`src/rtl/filt_sequencer.sv`:
```
// Filter sequencer: buffers ADC samples in a small FIFO and walks each one
// through an external filter datapath (load, start pulse, wait for done, capture).
module filt_sequencer #(
    parameter int unsigned XADC_DATA_SIZE = 16,
    parameter int unsigned FIFO_AW        = 3,
    parameter int unsigned START_LEN      = 2,
    parameter int unsigned TIMEOUT        = 1023
) (
    input  logic                      clk,
    input  logic                      rst,
    input  logic                      en_i,
    input  logic                      clr_i,
    input  logic [1:0]                sel_req_i,
    input  logic                      smp_valid_i,
    input  logic [XADC_DATA_SIZE-1:0] smp_data_i,
    output logic                      filt_start_o,
    output logic [1:0]                filt_select_o,
    output logic [XADC_DATA_SIZE-1:0] filt_sample_o,
    input  logic [XADC_DATA_SIZE-1:0] filt_result_i,
    input  logic                      filt_done_i,
    output logic                      out_valid_o,
    output logic [XADC_DATA_SIZE-1:0] out_data_o,
    output logic [1:0]                out_sel_o,
    output logic                      busy_o,
    output logic [FIFO_AW:0]          fifo_level_o,
    output logic                      ovf_o,
    output logic                      timeout_o,
    output logic [15:0]               drop_cnt_o
);

    localparam int unsigned Depth = 1 << FIFO_AW;

    typedef enum logic [2:0] {StIdle, StLoad, StStart, StWait, StCapture} state_e;

    state_e                    state_q;
    logic [XADC_DATA_SIZE-1:0] mem_q [Depth];
    logic [FIFO_AW-1:0]        wptr_q, rptr_q;
    logic [FIFO_AW:0]          count_q;
    logic                      full, empty, push, pop, drop;
    logic                      ovf_q, timeout_q, done_q;
    logic [15:0]               drop_cnt_q;
    logic [3:0]                start_cnt_q;
    logic [9:0]                wait_cnt_q;
    logic                      filt_start_q, out_valid_q;
    logic [1:0]                filt_select_q, out_sel_q;
    logic [XADC_DATA_SIZE-1:0] filt_sample_q, result_q, out_data_q;

    assign full  = (count_q == (FIFO_AW + 1)'(Depth));
    assign empty = (count_q == '0);
    // The only pop happens in LOAD, which is entered only with a non-empty FIFO.
    assign pop   = (state_q == StLoad);
    assign push  = smp_valid_i && (!full || pop);
    assign drop  = smp_valid_i && full && !pop;

    // Sample storage; when full with a same-cycle pop, wptr == rptr and the read
    // below still sees the old head because both are non-blocking.
    always_ff @(posedge clk) begin
        if (push) mem_q[wptr_q] <= smp_data_i;
    end

    // FIFO pointers and occupancy.
    always_ff @(posedge clk or posedge rst) begin
        if (rst) begin
            wptr_q  <= '0;
            rptr_q  <= '0;
            count_q <= '0;
        end else begin
            if (push) wptr_q <= wptr_q + 1'b1;
            if (pop)  rptr_q <= rptr_q + 1'b1;
            if (push && !pop)      count_q <= count_q + 1'b1;
            else if (!push && pop) count_q <= count_q - 1'b1;
        end
    end

    // Sticky overflow and saturating drop counter; a drop wins over clear.
    always_ff @(posedge clk or posedge rst) begin
        if (rst) begin
            ovf_q      <= 1'b0;
            drop_cnt_q <= '0;
        end else if (drop) begin
            ovf_q <= 1'b1;
            if (clr_i)                      drop_cnt_q <= 16'd1;
            else if (drop_cnt_q != 16'hFFFF) drop_cnt_q <= drop_cnt_q + 16'd1;
        end else if (clr_i) begin
            ovf_q      <= 1'b0;
            drop_cnt_q <= '0;
        end
    end

    // Registered copy of filt_done for falling-edge detection.
    always_ff @(posedge clk or posedge rst) begin
        if (rst) done_q <= 1'b0;
        else     done_q <= filt_done_i;
    end

    // Sequencing FSM with registered datapath-side and result-side outputs.
    always_ff @(posedge clk or posedge rst) begin
        if (rst) begin
            state_q       <= StIdle;
            filt_start_q  <= 1'b0;
            filt_select_q <= '0;
            filt_sample_q <= '0;
            result_q      <= '0;
            out_valid_q   <= 1'b0;
            out_data_q    <= '0;
            out_sel_q     <= '0;
            timeout_q     <= 1'b0;
            start_cnt_q   <= '0;
            wait_cnt_q    <= '0;
        end else begin
            out_valid_q <= 1'b0;
            // Later assignment in WAIT overrides this, so a same-cycle timeout wins.
            if (clr_i) timeout_q <= 1'b0;
            unique case (state_q)
                StIdle: begin
                    if (en_i && !empty) state_q <= StLoad;
                end
                StLoad: begin
                    filt_sample_q <= mem_q[rptr_q];
                    if (sel_req_i != 2'b11) filt_select_q <= sel_req_i;
                    filt_start_q  <= 1'b1;
                    start_cnt_q   <= '0;
                    state_q       <= StStart;
                end
                StStart: begin
                    if (start_cnt_q == 4'(START_LEN - 1)) begin
                        filt_start_q <= 1'b0;
                        wait_cnt_q   <= '0;
                        state_q      <= StWait;
                    end else begin
                        start_cnt_q <= start_cnt_q + 4'd1;
                    end
                end
                StWait: begin
                    if (done_q && !filt_done_i) begin
                        result_q <= filt_result_i;
                        state_q  <= StCapture;
                    end else if (wait_cnt_q == 10'(TIMEOUT - 1)) begin
                        timeout_q <= 1'b1;
                        state_q   <= StIdle;
                    end else begin
                        wait_cnt_q <= wait_cnt_q + 10'd1;
                    end
                end
                StCapture: begin
                    out_valid_q <= 1'b1;
                    out_data_q  <= result_q;
                    out_sel_q   <= filt_select_q;
                    state_q     <= StIdle;
                end
                default: state_q <= StIdle;
            endcase
        end
    end

    assign filt_start_o  = filt_start_q;
    assign filt_select_o = filt_select_q;
    assign filt_sample_o = filt_sample_q;
    assign out_valid_o   = out_valid_q;
    assign out_data_o    = out_data_q;
    assign out_sel_o     = out_sel_q;
    assign busy_o        = (state_q != StIdle);
    assign fifo_level_o  = count_q;
    assign ovf_o         = ovf_q;
    assign timeout_o     = timeout_q;
    assign drop_cnt_o    = drop_cnt_q;

endmodule

```
`config.mk`:
```
export PLATFORM = sky130hd
export DESIGN_NAME = filt_sequencer
export DESIGN_NICKNAME = d
export VERILOG_FILES = /design/src/rtl/filt_sequencer.sv
export SDC_FILE = /design/constraint.sdc
export NUM_CORES = 1
export LEC_CHECK = 0
export BUFFER_PORTS_ARGS = -buffer_cell sky130_fd_sc_hd__buf_2
export CORE_AREA = 2 2 193 147
export DETAILED_ROUTE_END_ITERATION = 7
export DIE_AREA = 0 0 195 149
export SYNTH_ARGS = -nofsm -noshare
export SYNTH_HDL_FRONTEND = slang
export SYNTH_SLANG_ARGS = --single-unit
```
`constraint.sdc`:
```
create_clock -name clk -period 4.48 [get_ports clk]
set_input_delay 0.224 -clock clk [delete_from_list [all_inputs] [get_ports clk]]
set_output_delay 0.224 -clock clk [all_outputs]
set_load 0.005 [all_outputs]
```
---- After elaboration in Yosys (flattened, before gate mapping) ----
Memory sizes are Yosys's and may differ from the RTL's. A register that Yosys moved wholly into a read port is not among the register bits.
Index checks and enable logic that the tools add are counted.
W data, S select, Z words.
storage, ports and cells
  output and inout bits ................... 61
  RAM bits ................................ 128
  flip-flop bits (word level) ............. 84
  word-level logic and storage cells ...... 95
  ROM bits ................................ 0
  bits in latches ......................... 0
  input port bits ......................... 40
  memories ................................ 1
operators by class
  $lt $le $gt $ge ......................... 0
  muxes and demuxes ....................... 28
  bitwise gates (word level) .............. 0
  multiply operators ...................... 0
  reduce and logical (&&, ||, !) cells .... 28
  $add $sub $neg .......................... 7
  shift operators ......................... 0
  eq/ne operators ......................... 15
  divide/modulo/power cells ............... 0
memory list
  name   depth  bits a word  read ports  clocked after memory_dff  write ports  RTL line  RTL
  mem_q  8      16           1           1                         1            36        logic [XADC_DATA_SIZE-1:0] mem_q [Depth];
operator list
  operator                 number
  $mux W16                 4
  $mux W10                 3
  $pmux W10 S2             1
  $add A16 B1 Y16 const B  1
  $ne A16 B16 Y1 const B   1
  $mux W3                  4
  $mux W4                  3
  $ne A2 B2 Y1 const B     6
  $pmux W3 S4              1
  $add A10 B1 Y10 const B  1
  $eq A10 B10 Y1 const B   1
  $mux W1                  10
  $reduce_and A2 Y1        5
  $reduce_bool A2 Y1       5
  $add A4 B1 Y4 const B    2
  $pmux W4 S2              1
  $logic_and A1 B1 Y1      7
  $add A3 B1 Y3 const B    2
  $eq A3 B2 Y1 const B     2
  $logic_not A1 Y1         5
  $eq A4 B1 Y1 const B     1
  $eq A4 B4 Y1 const B     1
  $logic_not A4 Y1         1
  $reduce_and A4 Y1        1
  9 further kinds          9

---- Longest topological paths before layout ----
Gate-level depths: netlist of the first run.
  depth after elaboration ................. 8
  depth in mapped cells ................... 13

---- Least setup slack after synthesis of the first run ----
Ideal clock, no wire load.
  path type ............................... flip-flop to flip-flop
  start ................................... register state_q[0]
  end ..................................... memory mem_q[0][0], enable pin
  arrival ................................. 2.553 ns
  cell stages (with the launch flop) ...... 7
  setup slack ............................. 1.497 ns
  path buffers ............................ 0
  period minus slack after synthesis ...... 2.983 ns
  cells stage by stage .................... dfrtp_1 -> inv_2 -> nor3_4 -> inv_2 -> nand2_1 -> nand2_1 -> nor4_1
on the way
  cells in the longest elaborated chain, start to end .. 5
ends and longest elaborated chain
  what                           RTL line  RTL
  start, declared                35        state_e state_q;
  start signal, assigned         99        state_q <= StIdle;
  start signal, assigned         116       if (en_i && !empty) state_q <= StLoad;
  start signal, assigned         123       state_q <= StStart;
  $eq A3 B1 Y1                   51        assign pop = (state_q == StLoad);
  $logic_or A1 B1 Y1             52        assign push = smp_valid_i && (!full || pop);
  $logic_and A1 B1 Y1            52
  $mux W1                        58        if (push) mem_q[wptr_q] <= smp_data_i;
  $mux W1 (not written as such)  58
  end, declared                  36
No other way between the ends.

---- Final worst setup path of the first run ----
  start ................................... register state_q[0]
  end ..................................... register count_q[3], in the netlist fifo_level_o[3]
on the way
  cells in the longest elaborated chain, start to end .. 6
  elaborated cells between the ends (all ways) .. 9
  classes of those cells .................. eq/ne: 1; mux: 1; reduce/logical: 7
ends and longest elaborated chain
  what                          RTL line  RTL
  $eq A3 B1 Y1 *                51
  $logic_or A1 B1 Y1 *          52
  $logic_and A1 B1 Y1 *         52
  named net push                39        logic full, empty, push, pop, drop;
  $logic_not A1 Y1              71        else if (!push && pop) count_q <= count_q - 1'b1;
  $logic_and A1 B1 Y1           71
  $reduce_bool A2 Y1 (no line)  --
  end signal, assigned          70        if (push && !pop) count_q <= count_q + 1'b1;
  end signal, assigned          71
  end, declared                 38        logic [FIFO_AW:0] count_q;
The timed path passes the listed nets; every way through them passes the cells marked *.
A chain may end at the register's enable or synchronous reset.

==> impl_results.md, run 1 <==
* Outcome: complete, no violations
* Synth async-reset ratio at 0.4386
* WHS at 0.02026 ns
* Max Clk Rate at 335.8 MHz
* Final nets at 791
* Worst slew margin at 0.2087
* Power Total at 6.901 mW
* Period utilisation layout at 0.6647
* Top-count cell post-synth: edfxtp_1
* Top cell type's share of synthesized area at 0.4095
* Area leader, netlist: edfxtp_1
* Final WL at 19650 µm
* Largest net degree at the start of global routing at 72
* Prevailing post-synth register cell: edfxtp_1
* Filler-free cell count of the finished design at 1113
* Initial core utilization at 0.3419
* Critical path data arrival time at 3.40 ns
* Gp weighted congestion at 0.7551
* Max Fanout on Critical Path at 16
* Cell area after synthesis at 9385 µm²
* Leak at 4.512 nW
* Hold depth at 1
* GR Overflow Total at 0
* Critical R2R Capture: fifo_level_o[3]$_DFFE_PP0P_
* Drt drc at 0
* TritonRoute pass-1 iters at 4
* Die ar. at 29060 µm²
* EDFF count, synth at 128
* Finish-stage setup viols at 0
* GRT Util Overall at 0.1366
* CTS Buf Count at 23
* Ports placed on the boundary at 101
* Flop2flop setup slack at 1.50 ns
* Postcts setup bufs at 0
* CTS sink cnt at 228
* Worst min path class: primary input to flop
* DIE WIDTH at 195 µm
* Number of library cell types mapped by synthesis at 61
* Syn_area_per_cell at 15.75 µm²
* Dpl ws at 1.524 ns
* Post-DR wirelength/cell at 17.65 µm
* Initial antenna violation count at 1
* PostCTS Resize Cnt at 0
* Number of global-route vias before repair at 5486
* Port buffer count at 100
* Post-DP HPWL at 12140 µm
* Area grow syn2layout at 21.69%
* Element type at the critical path end: flop
* Cells after synthesis at 596
* Setup ws final at 1.502 ns
* Max cap viols at 0
* Vias at 5429
* 1st-iter DRT viols at 345
* Post-synthesis sequential area ratio at 0.6762
* Final Hold Vio Count at 0
* Critical path type: flop to flop
* Max VDD drop at 0.0002645 V
* Setup crit start kind: flop
* Fin Setup TNS at 0 ns
* Chip height at 149 µm
* Total core area at 27450 µm²
* Pins Over Slew Limit at 0
* DR vias/cell at 4.878
* CTS Buffer Depth at 3
* Power Dens Cells at 604.2 nW/µm²
* Period minus WS final at 2.978 ns
* Syn_nets at 647
* Cells after DPL at 1038
* # rows at 53
* Flops & latches, synth at 228
* Worst Path Required at 4.91 ns
* WHS Endpoint: mem_q[5][6]$_DFFE_PP_
* Clock-pin slew on the worst setup and hold paths at 0.06 ns
* Synth warnings at 0
* Area contributors post-synth: edfxtp_1 41%, dfrtp_1 27%, mux4_2 7.7%, mux2_2 4.9%, mux2i_1 2.2%
* CTS tree: yes
* Reg2Reg Depth at 13
* Worst-Margin Slew at 1.187 ns
* R2R Path Start: state_q[0]$_DFFE_PP0P_
* First-pass GRT wire length at 31270 µm
* Clk_lat worst skew at 0.51 ns
* Ratio of cells with drive above 1 in the final layout at 0.3099
* Final ANT Viol Nets at 0
* Clk root buf: clkbuf_16
* H-tree levels at 1
* Unrepaired setup endpoints after global routing: no
* Synth top cells by count: 128 x edfxtp_1, 100 x dfrtp_1, 44 x nand2_1, 41 x mux2_2, 32 x mux4_2
* Worst Skew at 0.01587 ns
* Hold Path Origin: smp_data_i[6]
how the worst max path moves through the flow:
stage                      startpoint                     endpoint  slack, ns  depth (start not counted)
5_1_grt        state_q[0]$_DFFE_PP0P_  fifo_level_o[3]$_DFFE_PP0P_       1.13                         13
4_1_cts        state_q[0]$_DFFE_PP0P_  fifo_level_o[3]$_DFFE_PP0P_       1.49                         13
3_5_place_dp   state_q[0]$_DFFE_PP0P_  fifo_level_o[3]$_DFFE_PP0P_       1.52                         13
3_3_place_gp   state_q[0]$_DFFE_PP0P_  fifo_level_o[3]$_DFFE_PP0P_       1.59                         13
6_report       state_q[0]$_DFFE_PP0P_  fifo_level_o[3]$_DFFE_PP0P_       1.50                         13
2_1_floorplan  state_q[0]$_DFFE_PP0P_        mem_q[0][0]$_DFFE_PP_       1.50                          6
power breakdown:
part | switching [mW] | internal (mW) | total (mW)
Sequential | 0.402 | 2.73 | 3.13
Clock | 0.798 | 1.17 | 1.96
Combinational | 0.867 | 0.937 | 1.80
Total | 2.07 | 4.83 | 6.90
flip-flops by register name, indices dropped and copies added, names as in the netlist:
| name | flops |
|---|---|
| drop_cnt_o | 16 |
| wptr_q | 3 |
| fifo_level_o | 4 |
| filt_sample_o | 16 |
| filt_select_o | 2 |
| start_cnt_q | 4 |
| state_q | 3 |
| rptr_q | 3 |
| out_sel_o | 2 |
| mem_q | 128 |
| result_q | 16 |
| filt_start_o | 1 |
| done_q | 1 |
| timeout_o | 1 |
| ovf_o | 1 |
| out_valid_o | 1 |
| out_data_o | 16 |
| wait_cnt_q | 10 |
cell usage in the layout, fill, tap and decap left out, types with 13 or more instances in the layout:
| cell | count |
|---|---|
| a21oi_1 | 15 |
| buf_2 | 100 |
| clkbuf_16 | 23 |
| dfrtp_1 | 99 |
| dlygate4sd3_1 | 34 |
| edfxtp_1 | 128 |
| mux2_2 | 41 |
| mux2i_1 | 21 |
| mux4_2 | 32 |
| nand2_1 | 44 |
| nand3_1 | 13 |
| nor2_1 | 24 |
| o21ai_0 | 20 |
area by class of cell:
class | count | area, µm²
antenna | 1 | 2.502
clock buffer | 25 | 583.1
clock inverter | 15 | 176.4
fill | 2538 | 16030
inverter | 15 | 58.81
multi-input combinational | 326 | 2875
sequential | 228 | 6347
tap | 357 | 446.7
timing repair buffer | 146 | 930.9
per-stage QoR:
step                        util  area, µm²
final                     0.4160      11420
after global routing      0.4160      11420
after CTS                 0.4159      11420
after detailed placement  0.3759      10320
after global placement    0.3759      10320
after floorplan                -       9385
per-layer routing:
layer | part of all wire | global-route usage | wire, µm
met1 | 0.51 | 0.2016 | 9949
met4 | 0.017 | 0.02939 | 326
met5 | 0 | 0 | 0
met3 | 0.042 | 0.02758 | 825
met2 | 0.44 | 0.2093 | 8547
critical path: stages, from the launching register on:
cell and delay, ns:
dfrtp_1 0.65, inv_2 0.14, nor3_4 0.26, inv_2 0.11, nand2_1 0.07, nand2_1 0.16, inv_1 0.21, ha_1 0.19
inv_1 0.09, ha_1 0.28, a21o_1 0.17, a21oi_1 0.16, mux2i_1 0.26, xnor2_1 0.14
cell families after synthesis:
logic type / count (synthesis) / synth area share
XOR/XNOR: 10 / 0.009333
AND/OR/NAND/NOR: 142 / 0.08186
buffers and inverters: 42 / 0.02026
flip-flops: 228 / 0.6762
AO/OA/AOI/OAI: 69 / 0.04853
multiplexers: 94 / 0.1484
adder cells (fa/ha/maj): 11 / 0.01546
timing repair:
action                                  in CTS  in global routing
endpoints found under the setup margin       0                  0
endpoints found under the hold margin      187                  0
hold buffers                                34                  0
No activity file was read; power rests on OpenSTA's default activity.
==> inputs of run 2 (changes only) <==
==> constraint.sdc (replaced) <==
create_clock -name clk -period 3.1 [get_ports clk]
set_input_delay 0.155 -clock clk [delete_from_list [all_inputs] [get_ports clk]]
set_output_delay 0.155 -clock clk [all_outputs]
set_load 0.005 [all_outputs]
==> run 2 against run 1 <==
Die area stayed put. Core utilization is 0.71 points higher. Via count is 3.7% higher. Cell count is 1.8% higher. Critical endpoint unchanged.
==> impl_results.md, run 2 (synthesized netlist as in run 1, its figures left out) <==
* Final nets at 810 (+2.4%)
* Clk_lat worst skew at 0.52 ns (about the same)
* Post-DP Area at 10440 µm² (+1.2%)
* Max Clk Rate at 377.5 MHz (+12%)
* DIE WIDTH at 195 µm (unchanged)
* Max VDD drop at 0.0004649 V (+76%)
* Final ANT Viol Nets at 0 (unchanged)
* CTS tree: yes
* GR Overflow Total at 0 (unchanged)
* Port buffer count at 100 (unchanged)
* First-pass GRT wire length at 32290 µm (+3.3%)
* Ports placed on the boundary at 101 (unchanged)
* Clock-pin slew on the worst setup and hold paths at 0.06 ns (about the same)
* CTS Buffer Depth at 3 (unchanged)
* Chip height at 149 µm (unchanged)
* Reg with most FFs: mem_q
* Worst-Margin Slew at 0.7712 ns (-0.4158 ns)
* Cells after DPL at 1053 (+1.4%)
* Outcome: complete, no violations
* Power Dens Cells at 873.1 nW/µm² (+44%)
* Die ar. at 29060 µm² (unchanged)
* H-tree levels at 1 (unchanged)
* Total core area at 27450 µm² (unchanged)
* Worst slew margin at 0.4859 (+0.2772)
* Postcts setup bufs at 0 (unchanged)
* Finish-stage setup viols at 0 (unchanged)
* DR vias/cell at 4.969 (+1.9%)
* Critical path cell sequence: nor4b_4 -> nand2_1 -> nand2_1 -> inv_1 -> ha_1 -> inv_1 -> ha_1 -> a21o_1 -> a21oi_1 -> mux2i_1 -> xnor2_1
* Filler cell count at 2492 (-1.8%)
* Commonest cells after routing, fill and taps aside: 128 x edfxtp_1, 100 x buf_2, 99 x dfrtp_1, 44 x nand2_1, 41 x mux2_2
* CP max-delay cell: dfrtp_1
* CTS sink cnt at 228 (unchanged)
* Worst Skew at 0.007769 ns (-0.008106 ns)
* Final WL at 20190 µm (+2.8%)
* Largest net degree at the start of global routing at 49 (-32%)
* Period minus WS final at 2.649 ns (-0.3286 ns)
* Leak at 4.648 nW (+3.0%)
* Element type at the critical path end: flop
* N_diodes at 0 (-1)
* Fin Setup TNS at 0 ns (unchanged)
* CTS Buf Count at 24 (+4.3%)
* 1st-iter DRT viols at 282 (-18%)
* Worst Path Required at 3.54 ns (-1.37 ns)
* Area grow syn2layout at 23.76%
* Drt drc at 0 (unchanged)
* Max Fanout on Critical Path at 6 (-10)
* Max FFs per register at 128 (unchanged)
* GRT Util Overall at 0.1421 (+0.005543)
* Max incr delay on CP at 0.48 ns (-0.17 ns)
* Post-DP HPWL at 12820 µm (+5.6%)
* Pins Over Slew Limit at 0 (unchanged)
* Critical path buffers and inverters at 2 (-2)
* Critical path type: flop to flop
* WHS at 0.04669 ns (+0.02644 ns)
* Initial core utilization at 0.3419 (unchanged)
* Worst min path class: primary input to flop
* Initial antenna violation count at 0 (-1)
* Unrepaired setup endpoints after global routing: no
* Final Hold Vio Count at 0 (unchanged)
* Gp weighted congestion at 0.7874 (+4.3%)
* Setup crit start kind: flop
* Hold buffers post-CTS at 37 (+8.8%)
* Final core area utilization at 0.4231 (+0.007064)
* # rows at 53 (unchanged)
* Number of global-route vias before repair at 5719 (+4.2%)
* Post-DR wirelength/cell at 17.82 µm (+0.96%)
* TritonRoute pass-1 iters at 4 (unchanged)
* Clk root buf: clkbuf_16
* Period utilisation layout at 0.8546 (+0.1899)
* Critical path data arrival time at 3.09 ns (-0.31 ns)
* PostCTS Resize Cnt at 0 (unchanged)
* Max cap viols at 0 (unchanged)
* Final Cell Area at 11610 µm² (+1.7%)
* Top Family by Delay on Critical Path: simple AND/OR/NAND/NOR gates
* Commonest non-fill, non-tap cell in the layout: edfxtp_1
* Ratio of cells with drive above 1 in the final layout at 0.3286 (+0.01867)
* Filler-free cell count of the finished design at 1133 (+1.8%)
* Vias at 5630 (+3.7%)
-- run 2: path summary, 6_finish.rpt --
kind | start | end | slack [ns] | cells past startpoint
max | fifo_level_o[0]$_DFFE_PP0P_ | fifo_level_o[3]$_DFFE_PP0P_ | 0.45 | 11
min | clr_i | drop_cnt_o[2]$_DFFE_PP0P_ | 0.05 | 2
max reg2reg | fifo_level_o[0]$_DFFE_PP0P_ | fifo_level_o[3]$_DFFE_PP0P_ | 0.45 | 11
min reg2reg | ovf_o$_DFFE_PP0P_ | ovf_o$_DFFE_PP0P_ | 0.47 | 1
max in group asynchronous | rst | wait_cnt_q[8]$_DFFE_PP0P_ | 1.94 | 4
min in group asynchronous | rst | out_data_o[1]$_DFFE_PP0P_ | 0.31 | 3
-- run 2: routing by layer --
layer	share of wire	track usage	up-vias
li1	-	-	2619
met1	0.49	0.2112	2848
met2	0.44	0.2143	129
met3	0.051	0.03165	34
met4	0.019	0.02977	0
met5	0	0	-
-- run 2: power breakdown --
group	internal, mW	total [mW]	switching (mW)
sequential	3.95	4.45	0.502
clock	1.74	2.91	1.17
combinational	1.42	2.79	1.37
-- run 2: through the flow --
stage | setup WS [ns] | power (mW)
final | 0.4506 | 10.14
after global routing | 0.1941 | 10.80
after CTS | 0.4300 | 10.32
after detailed placement | 0.4437 | 7.303
after global placement | 0.4998 | 7.240
after floorplan | 0.1169 | 6.269
-- run 2: cell type report --
cell class,instances,area [µm²],area share
timing repair buffer,164,1086,0.09350
multi-input combinational,326,2875,0.2475
sequential,228,6347,0.5465
inverter,15,58.81,0.005063
clock inverter,16,157.7,0.01357
clock buffer,27,643.1,0.05537
tap,357,446.7,0.03846
